**config.mk**
```make
export PLATFORM = sky130hd
export DESIGN_NAME = pipe_control_stage
export DESIGN_NICKNAME = d
export VERILOG_FILES = /design/src/rtl/pipe_control_stage.sv
export SDC_FILE = /design/constraint.sdc
export NUM_CORES = 1
export LEC_CHECK = 0
export CORE_ASPECT_RATIO = 1.25
export CORE_MARGIN = 4
export CORE_UTILIZATION = 35
export DETAILED_ROUTE_END_ITERATION = 8
export GPL_TIMING_DRIVEN = 0
export HOLD_SLACK_MARGIN = 0.03
export PLACE_DENSITY = 0.66
export REMOVE_ABC_BUFFERS = 1
export SLEW_MARGIN = 15
export SYNTH_ARGS = -nofsm -noshare
export SYNTH_HDL_FRONTEND = slang
export SYNTH_SLANG_ARGS = --single-unit
```
**constraint.sdc**
```tcl
create_clock -name clk -period 5.22 [get_ports clk]
set_clock_uncertainty 0.05 [all_clocks]
set_input_delay 1.044 -clock clk [delete_from_list [all_inputs] [get_ports clk]]
set_output_delay 1.044 -clock clk [all_outputs]
set_load 0.1 [all_outputs]
```
**src/rtl/pipe_control_stage.sv**
```systemverilog
// Registered RV32I(+M) control decoder with a valid/ready output register
// and a load-use interlock between fetch and execute.
//
// Ports:
//   clk, reset_n          clock (rising edge), asynchronous active-low reset
//   in_valid/in_ready     fetch handshake; in_ready is combinational
//   in_instr, in_pc       instruction word and its address
//   flush                 kill the held bundle and drop this cycle's input
//   out_valid/out_ready   execute handshake for the decoded bundle
//   out_*                 registered control bundle (see decode below)
//   stall                 load-use interlock is holding fetch this cycle
module pipe_control_stage #(
    parameter int ALUOP_W  = 6,
    parameter int M_EXT    = 0,
    parameter int LOAD_LAT = 1
) (
    input  logic               clk,
    input  logic               reset_n,
    input  logic               in_valid,
    output logic               in_ready,
    input  logic [31:0]        in_instr,
    input  logic [31:0]        in_pc,
    input  logic               flush,
    output logic               out_valid,
    input  logic               out_ready,
    output logic [31:0]        out_pc,
    output logic               out_branch,
    output logic               out_jump,
    output logic               out_mem_to_reg,
    output logic               out_mem_write,
    output logic [ALUOP_W-1:0] out_alu_op,
    output logic [2:0]         out_funct3,
    output logic [4:0]         out_rs1,
    output logic [4:0]         out_rs2,
    output logic [4:0]         out_rd,
    output logic               out_reg_or_imm,
    output logic               out_reg_write,
    output logic               out_illegal,
    output logic               stall
);

    localparam logic [6:0] OPC_LUI    = 7'b0110111;
    localparam logic [6:0] OPC_AUIPC  = 7'b0010111;
    localparam logic [6:0] OPC_JAL    = 7'b1101111;
    localparam logic [6:0] OPC_JALR   = 7'b1100111;
    localparam logic [6:0] OPC_BRANCH = 7'b1100011;
    localparam logic [6:0] OPC_LOAD   = 7'b0000011;
    localparam logic [6:0] OPC_STORE  = 7'b0100011;
    localparam logic [6:0] OPC_OPIMM  = 7'b0010011;
    localparam logic [6:0] OPC_OP     = 7'b0110011;

    localparam logic [ALUOP_W-1:0] ALU_ADD  = ALUOP_W'(0);
    localparam logic [ALUOP_W-1:0] ALU_SLT  = ALUOP_W'(2);
    localparam logic [ALUOP_W-1:0] ALU_SLTU = ALUOP_W'(3);
    localparam logic [ALUOP_W-1:0] ALU_SRL  = ALUOP_W'(5);
    localparam logic [ALUOP_W-1:0] ALU_SRA  = ALUOP_W'(8);
    localparam logic [ALUOP_W-1:0] ALU_SUB  = ALUOP_W'(9);
    localparam logic [ALUOP_W-1:0] ALU_INV  = ALUOP_W'(15);
    localparam logic [ALUOP_W-1:0] ALU_MUL  = ALUOP_W'(16);

    typedef struct packed {
        logic               branch;
        logic               jump;
        logic               mem_to_reg;
        logic               mem_write;
        logic [ALUOP_W-1:0] alu_op;
        logic [2:0]         funct3;
        logic [4:0]         rs1;
        logic [4:0]         rs2;
        logic [4:0]         rd;
        logic               reg_or_imm;
        logic               reg_write;
        logic               illegal;
    } ctrl_t;

    logic [6:0] opcode;
    logic [2:0] funct3;
    logic [6:0] funct7;

    assign opcode = in_instr[6:0];
    assign funct3 = in_instr[14:12];
    assign funct7 = in_instr[31:25];

    ctrl_t              dec;
    logic               use_rs1;
    logic               use_rs2;
    logic               use_rd;
    logic               bad;
    logic [ALUOP_W-1:0] alu;

    always_comb begin
        dec     = '0;
        use_rs1 = 1'b0;
        use_rs2 = 1'b0;
        use_rd  = 1'b0;
        bad     = 1'b0;
        alu     = ALU_ADD;
        unique case (opcode)
            OPC_LUI, OPC_AUIPC: begin
                use_rd         = 1'b1;
                dec.reg_or_imm = 1'b1;
            end
            OPC_JAL: begin
                use_rd   = 1'b1;
                dec.jump = 1'b1;
            end
            OPC_JALR: begin
                use_rs1  = 1'b1;
                use_rd   = 1'b1;
                dec.jump = 1'b1;
            end
            OPC_BRANCH: begin
                use_rs1    = 1'b1;
                use_rs2    = 1'b1;
                dec.branch = 1'b1;
                unique case (funct3)
                    3'd0, 3'd1: alu = ALU_SUB;
                    3'd4, 3'd5: alu = ALU_SLT;
                    3'd6, 3'd7: alu = ALU_SLTU;
                    default:    bad = 1'b1;
                endcase
            end
            OPC_LOAD: begin
                use_rs1        = 1'b1;
                use_rd         = 1'b1;
                dec.reg_or_imm = 1'b1;
                dec.mem_to_reg = 1'b1;
            end
            OPC_STORE: begin
                use_rs1        = 1'b1;
                use_rs2        = 1'b1;
                dec.reg_or_imm = 1'b1;
                dec.mem_write  = 1'b1;
            end
            OPC_OPIMM: begin
                use_rs1        = 1'b1;
                use_rd         = 1'b1;
                dec.reg_or_imm = 1'b1;
                // ALU codes 0..7 line up with funct3; only shifts need bit30
                if (funct3 == 3'd5)
                    alu = in_instr[30] ? ALU_SRA : ALU_SRL;
                else
                    alu = ALUOP_W'(funct3);
            end
            OPC_OP: begin
                use_rs1 = 1'b1;
                use_rs2 = 1'b1;
                use_rd  = 1'b1;
                if (funct7 == 7'h00) begin
                    alu = ALUOP_W'(funct3);
                end else if (funct7 == 7'h20) begin
                    if (funct3 == 3'd0)
                        alu = ALU_SUB;
                    else if (funct3 == 3'd5)
                        alu = ALU_SRA;
                    else
                        alu = ALUOP_W'(funct3);
                end else if (M_EXT != 0 && funct7 == 7'h01) begin
                    alu = ALU_MUL + ALUOP_W'(funct3);
                end else begin
                    bad = 1'b1;
                end
            end
            default: bad = 1'b1;
        endcase

        if (bad) begin
            dec         = '0;
            dec.alu_op  = ALU_INV;
            dec.illegal = 1'b1;
        end else begin
            dec.alu_op    = alu;
            dec.funct3    = funct3;
            dec.rs1       = use_rs1 ? in_instr[19:15] : 5'd0;
            dec.rs2       = use_rs2 ? in_instr[24:20] : 5'd0;
            dec.rd        = use_rd ? in_instr[11:7] : 5'd0;
            dec.reg_write = use_rd & (in_instr[11:7] != 5'd0);
        end
    end

    ctrl_t       ctrl_q, ctrl_d;
    logic        valid_q, valid_d;
    logic [31:0] pc_q, pc_d;
    logic [2:0]  cnt_q, cnt_d;
    logic [4:0]  load_rd_q, load_rd_d;

    logic hit_rs1;
    logic hit_rs2;
    logic accept;
    logic issue;

    // Unused sources decode to x0, so they can never match the load rd
    assign hit_rs1 = (dec.rs1 != 5'd0) && (dec.rs1 == load_rd_q);
    assign hit_rs2 = (dec.rs2 != 5'd0) && (dec.rs2 == load_rd_q);
    assign stall   = in_valid && (cnt_q != 3'd0) && (hit_rs1 || hit_rs2);

    assign in_ready = reset_n & ~flush & ~stall & (~valid_q | out_ready);
    assign accept   = in_valid & in_ready;
    // A bundle killed by flush never reaches execute
    assign issue    = valid_q & out_ready & ~flush;

    always_comb begin
        valid_d   = valid_q;
        ctrl_d    = ctrl_q;
        pc_d      = pc_q;
        cnt_d     = (cnt_q != 3'd0) ? cnt_q - 3'd1 : 3'd0;
        load_rd_d = load_rd_q;

        if (flush)
            valid_d = 1'b0;
        else if (accept)
            valid_d = 1'b1;
        else if (out_ready)
            valid_d = 1'b0;

        if (accept) begin
            ctrl_d = dec;
            pc_d   = in_pc;
        end

        if (issue && ctrl_q.mem_to_reg && ctrl_q.rd != 5'd0) begin
            cnt_d     = 3'(LOAD_LAT);
            load_rd_d = ctrl_q.rd;
        end
    end

    always_ff @(posedge clk or negedge reset_n) begin
        if (!reset_n) begin
            valid_q   <= 1'b0;
            ctrl_q    <= '0;
            pc_q      <= '0;
            cnt_q     <= '0;
            load_rd_q <= '0;
        end else begin
            valid_q   <= valid_d;
            ctrl_q    <= ctrl_d;
            pc_q      <= pc_d;
            cnt_q     <= cnt_d;
            load_rd_q <= load_rd_d;
        end
    end

    assign out_valid      = valid_q;
    assign out_pc         = pc_q;
    assign out_branch     = ctrl_q.branch;
    assign out_jump       = ctrl_q.jump;
    assign out_mem_to_reg = ctrl_q.mem_to_reg;
    assign out_mem_write  = ctrl_q.mem_write;
    assign out_alu_op     = ctrl_q.alu_op;
    assign out_funct3     = ctrl_q.funct3;
    assign out_rs1        = ctrl_q.rs1;
    assign out_rs2        = ctrl_q.rs2;
    assign out_rd         = ctrl_q.rd;
    assign out_reg_or_imm = ctrl_q.reg_or_imm;
    assign out_reg_write  = ctrl_q.reg_write;
    assign out_illegal    = ctrl_q.illegal;

endmodule

```
==> results of run 1 <==
metal layers:
metal	track usage [%]	up-vias
li1	-	1469
met5	0	-
met1	18.2	1469
met3	5.58	16
met4	7.26	0
met2	28.8	82
cells in the final DEF (no fill, tap or decap), types with 3 or more instances in the layout:
cell / n
inv_1: 27
clkdlybuf4s50_1: 128
a31oi_1: 3
nor2b_1: 4
o21a_1: 3
nand3b_1: 4
xor2_1: 4
nand2_1: 23
nand4_1: 6
nor2_1: 17
o22ai_1: 11
mux2i_1: 6
nand2b_1: 10
o21ai_0: 16
a211o_1: 3
clkbuf_16: 9
mux2_2: 30
dfrtp_1: 70
ha_1: 4
nor3_1: 3
buf_8: 3
and2_1: 3
nand3_1: 13
mux2_1: 14
nor4_1: 3
a21oi_1: 6
what timing repair did:
action                     CTS  global route
gates resized for setup     10             9
setup endpoints to repair    2             2
pin swaps                    0             0
per-stage QoR:
| step | hold slack (ps) | utilization (%) |
|---|---|---|
| floorplan | 432 | - |
| global placement | 417 | 49.3 |
| detailed placement | 424 | 50.1 |
| CTS | 436 | 52.9 |
| global route | 452 | 53.1 |
| finish | 430 | 53.1 |
power groups by stage:
stage	combinational, mW	clock [mW]	sequential, mW
2_1_floorplan	0.102	0	1.06
3_3_place_gp	0.746	0	0.635
3_5_place_dp	0.757	0	0.639
4_1_cts	0.759	0.567	0.629
5_1_grt	0.781	0.595	0.637
6_report	0.754	0.546	0.628
Yosys cell counts, types with 6 or more instances:
library cell,number
nand3_1,13
mux2i_1,6
o21ai_0,16
mux2_2,30
nand2_1,23
dfrtp_1,70
inv_1,27
nand2b_1,10
o22ai_1,11
nand4_1,6
mux2_1,14
a21oi_1,6
buf_6,6
nor2_1,17
final cells by class:
class / instances / share of cell area (%)
sequential: 70 / 32.7
multi-input combinational: 225 / 31.5
timing repair buffer: 137 / 26.0
clock buffer: 11 / 4.71
tap: 129 / 3.01
inverter: 27 / 1.89
clock inverter: 2 / 0.187
worst max-delay path, delay by kind of cell:
| kind | cells | cell delay (ps) |
|---|---|---|
| adders and majority gates | 1 | 250 |
| and+or+nand+nor | 3 | 960 |
| buffers and inverters | 3 | 1070 |
| AOI/OAI and AO/OA | 2 | 660 |
worst paths after layout:
kind	from	to	slack, ps	cells after the start
min	out_pc[25]$_DFFE_PN0P_	out_pc[25]$_DFFE_PN0P_	430	1
min reg2reg	out_pc[25]$_DFFE_PN0P_	out_pc[25]$_DFFE_PN0P_	430	1
max in group asynchronous	reset_n	out_pc[31]$_DFFE_PN0P_	4000	2
max reg2reg	load_rd_q[1]$_DFFE_PN0P_	out_pc[28]$_DFFE_PN0P_	2640	8
max	in_instr[14]	in_ready	140	9
min in group asynchronous	reset_n	out_pc[22]$_DFFE_PN0P_	560	1
logic make-up (layout without fill, tap and decap cells):
logic type,count (synthesis),count (layout),share of synthesized area (%)
XOR/XNOR,4,4,0.971
multiplexers,50,50,15.4
adder cells (fa/ha/maj),4,4,1.39
flip-flops,70,70,48.6
other,1,2,0.104
AO/OA/AOI/OAI,61,61,11.9
AND/OR/NAND/NOR,104,104,15.9
buffers and inverters,40,177,5.79
==> impl_metrics.csv, run 1 <==
group,metric,value,unit
timing,fin_crit_sh,97.4,%
floorplanning,dieArea,12000,µm²
power_and_ir_drop,power.total,1.93,mW
worst_hold_path,hold_class,"flip-flop to flip-flop",
place,place_inst,588,
run,max_cap_violations,0,
yosys,yosysUniqueCellTypes,53,
floorplanning,rows,41,
route,ant_nets,0,
route,num_vias,3036,
clock_network,cts_hold_buf,0,
clock_network,ctsLongestPathBuffers,2,
clock_network,clk_latency,320,ps
timing,fmax,197,MHz
clock_network,root_buffer,"clkbuf_16",
route,avgViaCountPerCell,5.05,
clock_network,clock_sinks,70,
yosys,synth_edf_count,0,
route,route.top_layer_used,"met4",
global_route,antenna_found_initial,0,
power_and_ir_drop,seq_power_share,32.6,%
timing,post-route-min-period,5080,ps
route,drc,0,
worst_setup_path,cp.arrival,3990,ps
yosys,yosysTopAreaCell,"dfrtp_1",
final_layout,diodes,0,
timing,slew_viol_final,0,
final_layout,seqCellArea,1750,µm²
final_layout,multi_input_area,1690,µm²
final_layout,largest_reg_flops,32,
floorplanning,die-width,98.8,µm
global_route,grt_max_degree,55,
yosys,netlist_area,3610,µm²
route,drt-initial-drc-count,99,
yosys,async_reset_ff_share,100,%
route,wl_met3,646,µm
timing,relSlewSlack,31.0,%
worst_setup_path,worstSetupPathType,"input pin to output pin",
route,m1WireLength,3690,µm
route,wire_per_inst,16.0,µm
final_layout,drive_above_1_share,12.9,%
yosys,seq_area_frac_synth,48.6,%
floorplanning,core_area,10100,µm²
route,firstDrtPassIters,4,
place,port_buffers,132,
route,wl_met2,5020,µm
worst_setup_path,crit_fanout,6,
clock_network,postCtsSetupBuffers,0,
place,dpl_worst_slack,-1050,ps
yosys,ys_ff_latch,70,
final_layout,fin_area,5360,µm²
place,dpl-instance-area,5070,µm²
global_route,grt_pass1_vias,3275,
global_route,grt_pass1_wl,15800,µm
worst_setup_path,crit_chain,"clkdlybuf4s50_1, inv_1, ha_1, or4_1, and2_1, a211o_1, a211oi_4, nor2_1, buf_2",
yosys,syn_avg_cell_area,10.8,µm²
yosys,ys_warn_count,0,
power_and_ir_drop,p_int,1.14,mW
power_and_ir_drop,vdd_ir_drop_max,236,µV
floorplanning,io-pin-count,135,
clock_network,cts_buffers,9,
power_and_ir_drop,power_density,360,nW/µm²
yosys,syn_inst,334,
yosys,synthFlopType,"dfrtp_1",
worst_setup_path,crit_path_top_delay_cell,"or4_1",
global_route,globalRouteOverflowTotal,0,
clock_network,cts_tree,"done",
global_route,grtUsageTotal,16.5,%
clock_network,h-tree-depth,3,
power_and_ir_drop,comb_power_share,39.1,%
floorplanning,initial_utilization,35.7,%
final_layout,syn_to_final_growth,48.7,%
yosys,synth_area_leaders,"dfrtp_1 (49%), mux2_2 (9.4%), mux2_1 (4.4%)",
final_layout,final_cells,601,
timing,hold_viol,0,
place,place_congestion,0.796,
worst_setup_path,cp_data_required_time,4130,ps
worst_setup_path,crit_path_end_kind,"output pin",
worst_setup_path,max_stage_delay,610,ps
clock_network,cts.clk_slew.worst_paths,50,ps
power_and_ir_drop,p_switching,786,µW
final_layout,nNetsFinal,543,
timing,finalWorstSetupSlack,138,ps
status,status,"complete, no violations",
power_and_ir_drop,leakage,2.17,nW
timing,rsz0062_at_grt,"false",
floorplanning,die_h,122,µm
worst_setup_path,start_kind,"input pin",
final_layout,num-fill-cells,904,
power_and_ir_drop,clkPwrFrac,28.3,%
timing,tightest_slew,1020,ps
power_and_ir_drop,swShare,40.8,%
yosys,synth_top_cell_area_share,48.6,%
timing,tns,0,ps
timing,setup_viol,0,
place,dp_hpwl,7420,µm
route,wl,9600,µm
Power figures use the tool's default switching activity.
==> inputs of run 2 (changes only) <==
- CORE_MARGIN: 4 -> unset
==> run 2 against run 1 <==
- wire length down 2.7%
- via count up 0.13%
- register-to-register slack worse by 160 ps
- highest routed layer unchanged
- cell area down 0.42%
- first-iteration DRC count down 7.1%
- die area down 11%
- critical path depth down 1
==> impl_metrics.csv, run 2 (same netlist as run 1, synthesis figures left out) <==
group,metric,value,unit
global_route,grt_max_degree,55,
floorplanning,rows,41,
place,port_buffers,132,
clock_network,cts.clk_slew.worst_paths,60,ps
worst_setup_path,path_buf_inv,2,
timing,fmax,197,MHz
route,avgViaCountPerCell,5.05,
final_layout,diodes,0,
route,num_vias,3040,
worst_setup_path,crit_family,"compound AO/OA/AOI/OAI gates",
timing,finalWorstSetupSlack,147,ps
clock_network,clock_sinks,70,
final_layout,final_cells,602,
place,dp_hpwl,7150,µm
final_layout,num-fill-cells,958,
route,drc,0,
final_layout,syn_to_final_growth,48.1,%
power_and_ir_drop,leakage,2.15,nW
timing,setup_viol,0,
final_layout,drive_above_1_share,12.5,%
worst_setup_path,crit_path_top_delay_cell,"clkdlybuf4s50_1",
worst_hold_path,min_from,"out_alu_op[3]$_DFFE_PN0P_",
clock_network,postCtsSetupBuffers,0,
clock_network,cts_hold_buf,0,
place,dpl_worst_slack,-1030,ps
status,status,"complete, no violations",
final_layout,final_common_cell,"clkdlybuf4s50_1",
route,ant_nets,0,
floorplanning,core_area,10100,µm²
route,firstDrtPassIters,4,
final_layout,final_cell_mix,"clkdlybuf4s50_1 (129), dfrtp_1 (70), mux2_2 (30)",
timing,rsz0062_at_grt,"true",
clock_network,h-tree-depth,3,
global_route,antenna_found_initial,0,
worst_hold_path,hold_class,"flip-flop to flip-flop",
place,place_congestion,0.809,
floorplanning,die_h,116,µm
floorplanning,dieArea,10700,µm²
clock_network,root_buffer,"clkbuf_16",
global_route,grt_pass1_wl,15000,µm
power_and_ir_drop,vdd_ir_drop_max,245,µV
floorplanning,io-pin-count,135,
route,wire_per_inst,15.5,µm
timing,post-route-min-period,5070,ps
worst_setup_path,cp.arrival,3980,ps
timing,fin_crit_sh,97.2,%
clock_network,ctsLongestPathBuffers,2,
worst_setup_path,crit_chain,"clkdlybuf4s50_1, and3b_1, nor4b_1, a2111oi_0, o2111ai_1, a211oi_4, nor2_1, buf_2",
clock_network,clk_latency,330,ps
timing,relSlewSlack,23.0,%
worst_setup_path,crit_fanout,12,
route,drt-initial-drc-count,92,
worst_setup_path,r2r-start,"load_rd_q[2]$_DFFE_PN0P_",
power_and_ir_drop,power_density,361,nW/µm²
final_layout,largest_reg_flops,32,
worst_setup_path,worstSetupPathType,"input pin to output pin",
global_route,grt_pass1_vias,3106,
clock_network,cts_buffers,9,
timing,tightest_slew,1140,ps
timing,hold_viol,0,
worst_setup_path,start_kind,"input pin",
global_route,globalRouteOverflowTotal,0,
timing,slew_viol_final,0,
place,place_inst,588,
worst_setup_path,max_stage_delay,750,ps
clock_network,cts_resized,10,
floorplanning,die-width,92.8,µm
route,wl,9340,µm
final_layout,nNetsFinal,543,
floorplanning,initial_utilization,35.9,%
global_route,grtUsageTotal,18.2,%
run,max_cap_violations,0,
worst_setup_path,cp_data_required_time,4130,ps
clock_network,cts_tree,"done",
worst_setup_path,crit_path_end_kind,"output pin",
worst_setup_path,crit_start,"in_instr[5]",
[run 2: changes by cell type in the layout (fill, tap and decap cells not counted), sizes merged]
cell	before	now
dlymetal6s2s	1	0
clkbuf	11	13
clkdlybuf4s50	128	129
buf	8	7
[run 2: path summary, 6_finish.rpt]
path | cells past startpoint | slack (ps) | to
max | 8 | 150 | in_ready
min | 1 | 430 | out_alu_op[3]$_DFFE_PN0P_
max reg2reg | 8 | 2480 | out_pc[26]$_DFFE_PN0P_
min reg2reg | 1 | 430 | out_alu_op[3]$_DFFE_PN0P_
max in group asynchronous | 2 | 4010 | out_pc[12]$_DFFE_PN0P_
min in group asynchronous | 1 | 550 | out_pc[5]$_DFFE_PN0P_
[run 2: layout make-up]
cell class / instances / area (µm²) / area share [%]
sequential: 70 / 1750 / 32.8
multi-input combinational: 225 / 1680 / 31.4
timing repair buffer: 137 / 1400 / 26.1
clock buffer: 12 / 246 / 4.61
tap: 129 / 161 / 3.02
inverter: 27 / 101 / 1.90
clock inverter: 2 / 10.0 / 0.187
[run 2: stage by stage]
| step | setup TNS (ps) | power (mW) | area (µm²) | hold WS, ps | util, % |
|---|---|---|---|---|---|
| 6_report | 0 | 1.93 | 5340 | 431 | 53.1 |
| 5_1_grt | -54.0 | 2.00 | 5340 | 454 | 53.1 |
| 4_1_cts | -102 | 1.95 | 5340 | 439 | 53.1 |
| 3_5_place_dp | -1810 | 1.39 | 5070 | 425 | 50.4 |
| 3_3_place_gp | -159820 | 1.38 | 4990 | 417 | 49.6 |
| 2_1_floorplan | -352 | 1.16 | 3500 | 432 | - |
[run 2: report_power, final]
group | switching (mW) | total [mW] | internal, mW
Clock | 0.218 | 0.545 | 0.328
Combinational | 0.548 | 0.752 | 0.204
Sequential | 0.0283 | 0.629 | 0.601
[run 2: metal layers]
layer,vias to the layer above,share of wire [%],track usage (%),wire (µm)
li1,1469,-,-,-
met1,1468,40,19.7,3730
met2,88,52,33.2,4900
met3,15,5.7,5.64,536
met4,0,1.8,6.56,170
met5,-,0,0,0
==> inputs of run 3 (changes only) <==
- SETUP_SLACK_MARGIN: unset -> 0.02
- clock period: 5.22 -> 5.8 ns (I/O delays scaled with it)
==> run 3 against run 2 <==
- clock-buffer cell count did not move
- total power fell by 10%
- global-route usage fell by 0.070 points
- sequential power fell by 10%
- critical path depth rose by 1
- register-to-register slack improved by 580 ps
- non-clock buffer count did not move
- die area did not move
- combinational power fell by 10%
- cell area barely moved
- hold slack barely moved
- critical path type unchanged
==> impl_metrics.csv, run 3 (same netlist as run 1, synthesis figures left out) <==
group,metric,value,unit
floorplanning,die-width,92.8,µm
worst_setup_path,crit_chain,"clkdlybuf4s50_1, inv_1, ha_1, or4_1, a31oi_2, nand3_1, o21a_1, nor3_1, clkdlybuf4s15_2",
global_route,antenna_found_initial,0,
worst_hold_path,min_from,"out_alu_op[3]$_DFFE_PN0P_",
worst_setup_path,start_kind,"input pin",
power_and_ir_drop,vdd_ir_drop_max,220,µV
place,dpl-instance-area,5070,µm²
power_and_ir_drop,clkPwrFrac,28.3,%
route,wire_per_inst,15.4,µm
global_route,grt_max_degree,55,
final_layout,diodes,0,
global_route,globalRouteOverflowTotal,0,
final_layout,multi_input_area,1670,µm²
floorplanning,die_h,116,µm
clock_network,root_buffer,"clkbuf_16",
floorplanning,io-pin-count,135,
clock_network,h-tree-depth,3,
route,wl,9290,µm
worst_setup_path,crit_family,"buffers and inverters",
place,port_buffers,132,
floorplanning,dieArea,10700,µm²
final_layout,fin_area,5340,µm²
timing,hold_viol,0,
timing,fin_crit_sh,94.5,%
clock_network,cts_buffers,9,
timing,rsz0062_at_grt,"false",
worst_setup_path,r2r-start,"load_rd_q[2]$_DFFE_PN0P_",
worst_setup_path,worstSetupPathType,"input pin to output pin",
floorplanning,initial_utilization,35.9,%
power_and_ir_drop,p_int,1.02,mW
worst_setup_path,max_stage_delay,610,ps
status,status,"complete, no violations",
run,max_cap_violations,0,
global_route,grt_pass1_vias,3097,
power_and_ir_drop,leakage,2.15,nW
final_layout,num-fill-cells,954,
place,place_congestion,0.809,
route,ant_nets,0,
power_and_ir_drop,comb_power_share,39.0,%
route,num_vias,3044,
final_layout,largest_reg_flops,32,
power_and_ir_drop,power_density,325,nW/µm²
final_layout,final_cells,602,
final_layout,nNetsFinal,543,
final_layout,seqCellArea,1750,µm²
timing,relSlewSlack,22.5,%
timing,setup_viol,0,
global_route,grtUsageTotal,18.1,%
power_and_ir_drop,power.total,1.73,mW
power_and_ir_drop,p_switching,713,µW
route,avgViaCountPerCell,5.06,
place,dp_hpwl,7150,µm
clock_network,cts_tree,"done",
final_layout,final_common_cell,"clkdlybuf4s50_1",
clock_network,cts.clk_slew.worst_paths,60,ps
route,firstDrtPassIters,4,
worst_setup_path,crit_start,"in_instr[14]",
power_and_ir_drop,seq_power_share,32.7,%
final_layout,final_cell_mix,"clkdlybuf4s50_1 (129), dfrtp_1 (70), mux2_2 (30)",
route,drc,0,
worst_setup_path,crit_path_end_kind,"output pin",
timing,tightest_slew,1150,ps
timing,slew_viol_final,0,
global_route,grt_pass1_wl,15000,µm
worst_setup_path,crit_fanout,6,
timing,fmax,183,MHz
place,place_inst,588,
timing,post-route-min-period,5480,ps
worst_setup_path,cp_data_required_time,4590,ps
clock_network,cts_hold_buf,0,
worst_setup_path,path_buf_inv,3,
worst_hold_path,hold_class,"flip-flop to flip-flop",
worst_setup_path,crit_path_top_delay_cell,"clkdlybuf4s50_1",
worst_setup_path,cp.arrival,4270,ps
clock_network,clock_sinks,70,
floorplanning,rows,41,
clock_network,clk_latency,330,ps
final_layout,syn_to_final_growth,48.0,%
final_layout,drive_above_1_share,12.5,%
clock_network,ctsLongestPathBuffers,2,
route,drt-initial-drc-count,94,
floorplanning,core_area,10100,µm²
power_and_ir_drop,swShare,41.2,%
-- run 3: cell count changes in the layout (fill, tap and decap cells not counted) --
cell	before	now
a211oi_2	1	2
a211oi_4	1	0
buf_2	1	0
clkbuf_2	0	1
clkbuf_4	1	0
clkdlybuf4s15_2	0	1
-- run 3: worst paths after layout --
| check | to | slack, ps | depth (start not counted) |
|---|---|---|---|
| max in group asynchronous | out_rd[1]$_DFFE_PN0P_ | 4480 | 2 |
| min | out_alu_op[3]$_DFFE_PN0P_ | 430 | 1 |
| max reg2reg | out_pc[26]$_DFFE_PN0P_ | 3060 | 8 |
| min in group asynchronous | out_pc[5]$_DFFE_PN0P_ | 660 | 1 |
| min reg2reg | out_alu_op[3]$_DFFE_PN0P_ | 430 | 1 |
| max | stall | 320 | 9 |
-- run 3: layer usage --
layer	vias to the layer above	wire length (µm)	GRT usage [%]	part of all wire, %
met5	-	0	0	0
met4	0	191	6.56	2.1
met3	18	587	5.77	6.3
met2	95	4920	33.1	53
met1	1461	3590	19.5	39
li1	1470	-	-	-
-- run 3: timing repair --
item                       in CTS  in global routing
gates resized for setup         7                  3
setup buffers                   0                  0
setup endpoints to repair       2                  2
-- run 3: area by class of cell --
| cell class | instances | share of cell area (%) |
|---|---|---|
| Sequential cell | 70 | 32.8 |
| Multi-Input combinational cell | 225 | 31.2 |
| Inverter | 27 | 1.90 |
| Clock inverter | 2 | 0.188 |
| Timing Repair Buffer | 137 | 26.2 |
| Clock buffer | 12 | 4.62 |
| Tap cell | 129 | 3.02 |
-- run 3: power by group through the flow --
stage / logic, mW / clock network (mW) / registers (mW)
after floorplan: 0.0917 / 0 / 0.957
after global placement: 0.669 / 0 / 0.572
after detailed placement: 0.679 / 0 / 0.575
after CTS: 0.681 / 0.504 / 0.567
after global routing: 0.698 / 0.527 / 0.572
final: 0.676 / 0.490 / 0.566
-- run 3: stage by stage --
step	setup WS, ps	utilization (%)	setup TNS [ps]	hold slack (ps)
global placement	-2190	49.6	-130820	417
finish	321	53.1	0	431
floorplan	-3.93	-	-3.93	432
CTS	139	53.1	0	439
detailed placement	-686	50.4	-1110	425
global route	104	53.1	0	454
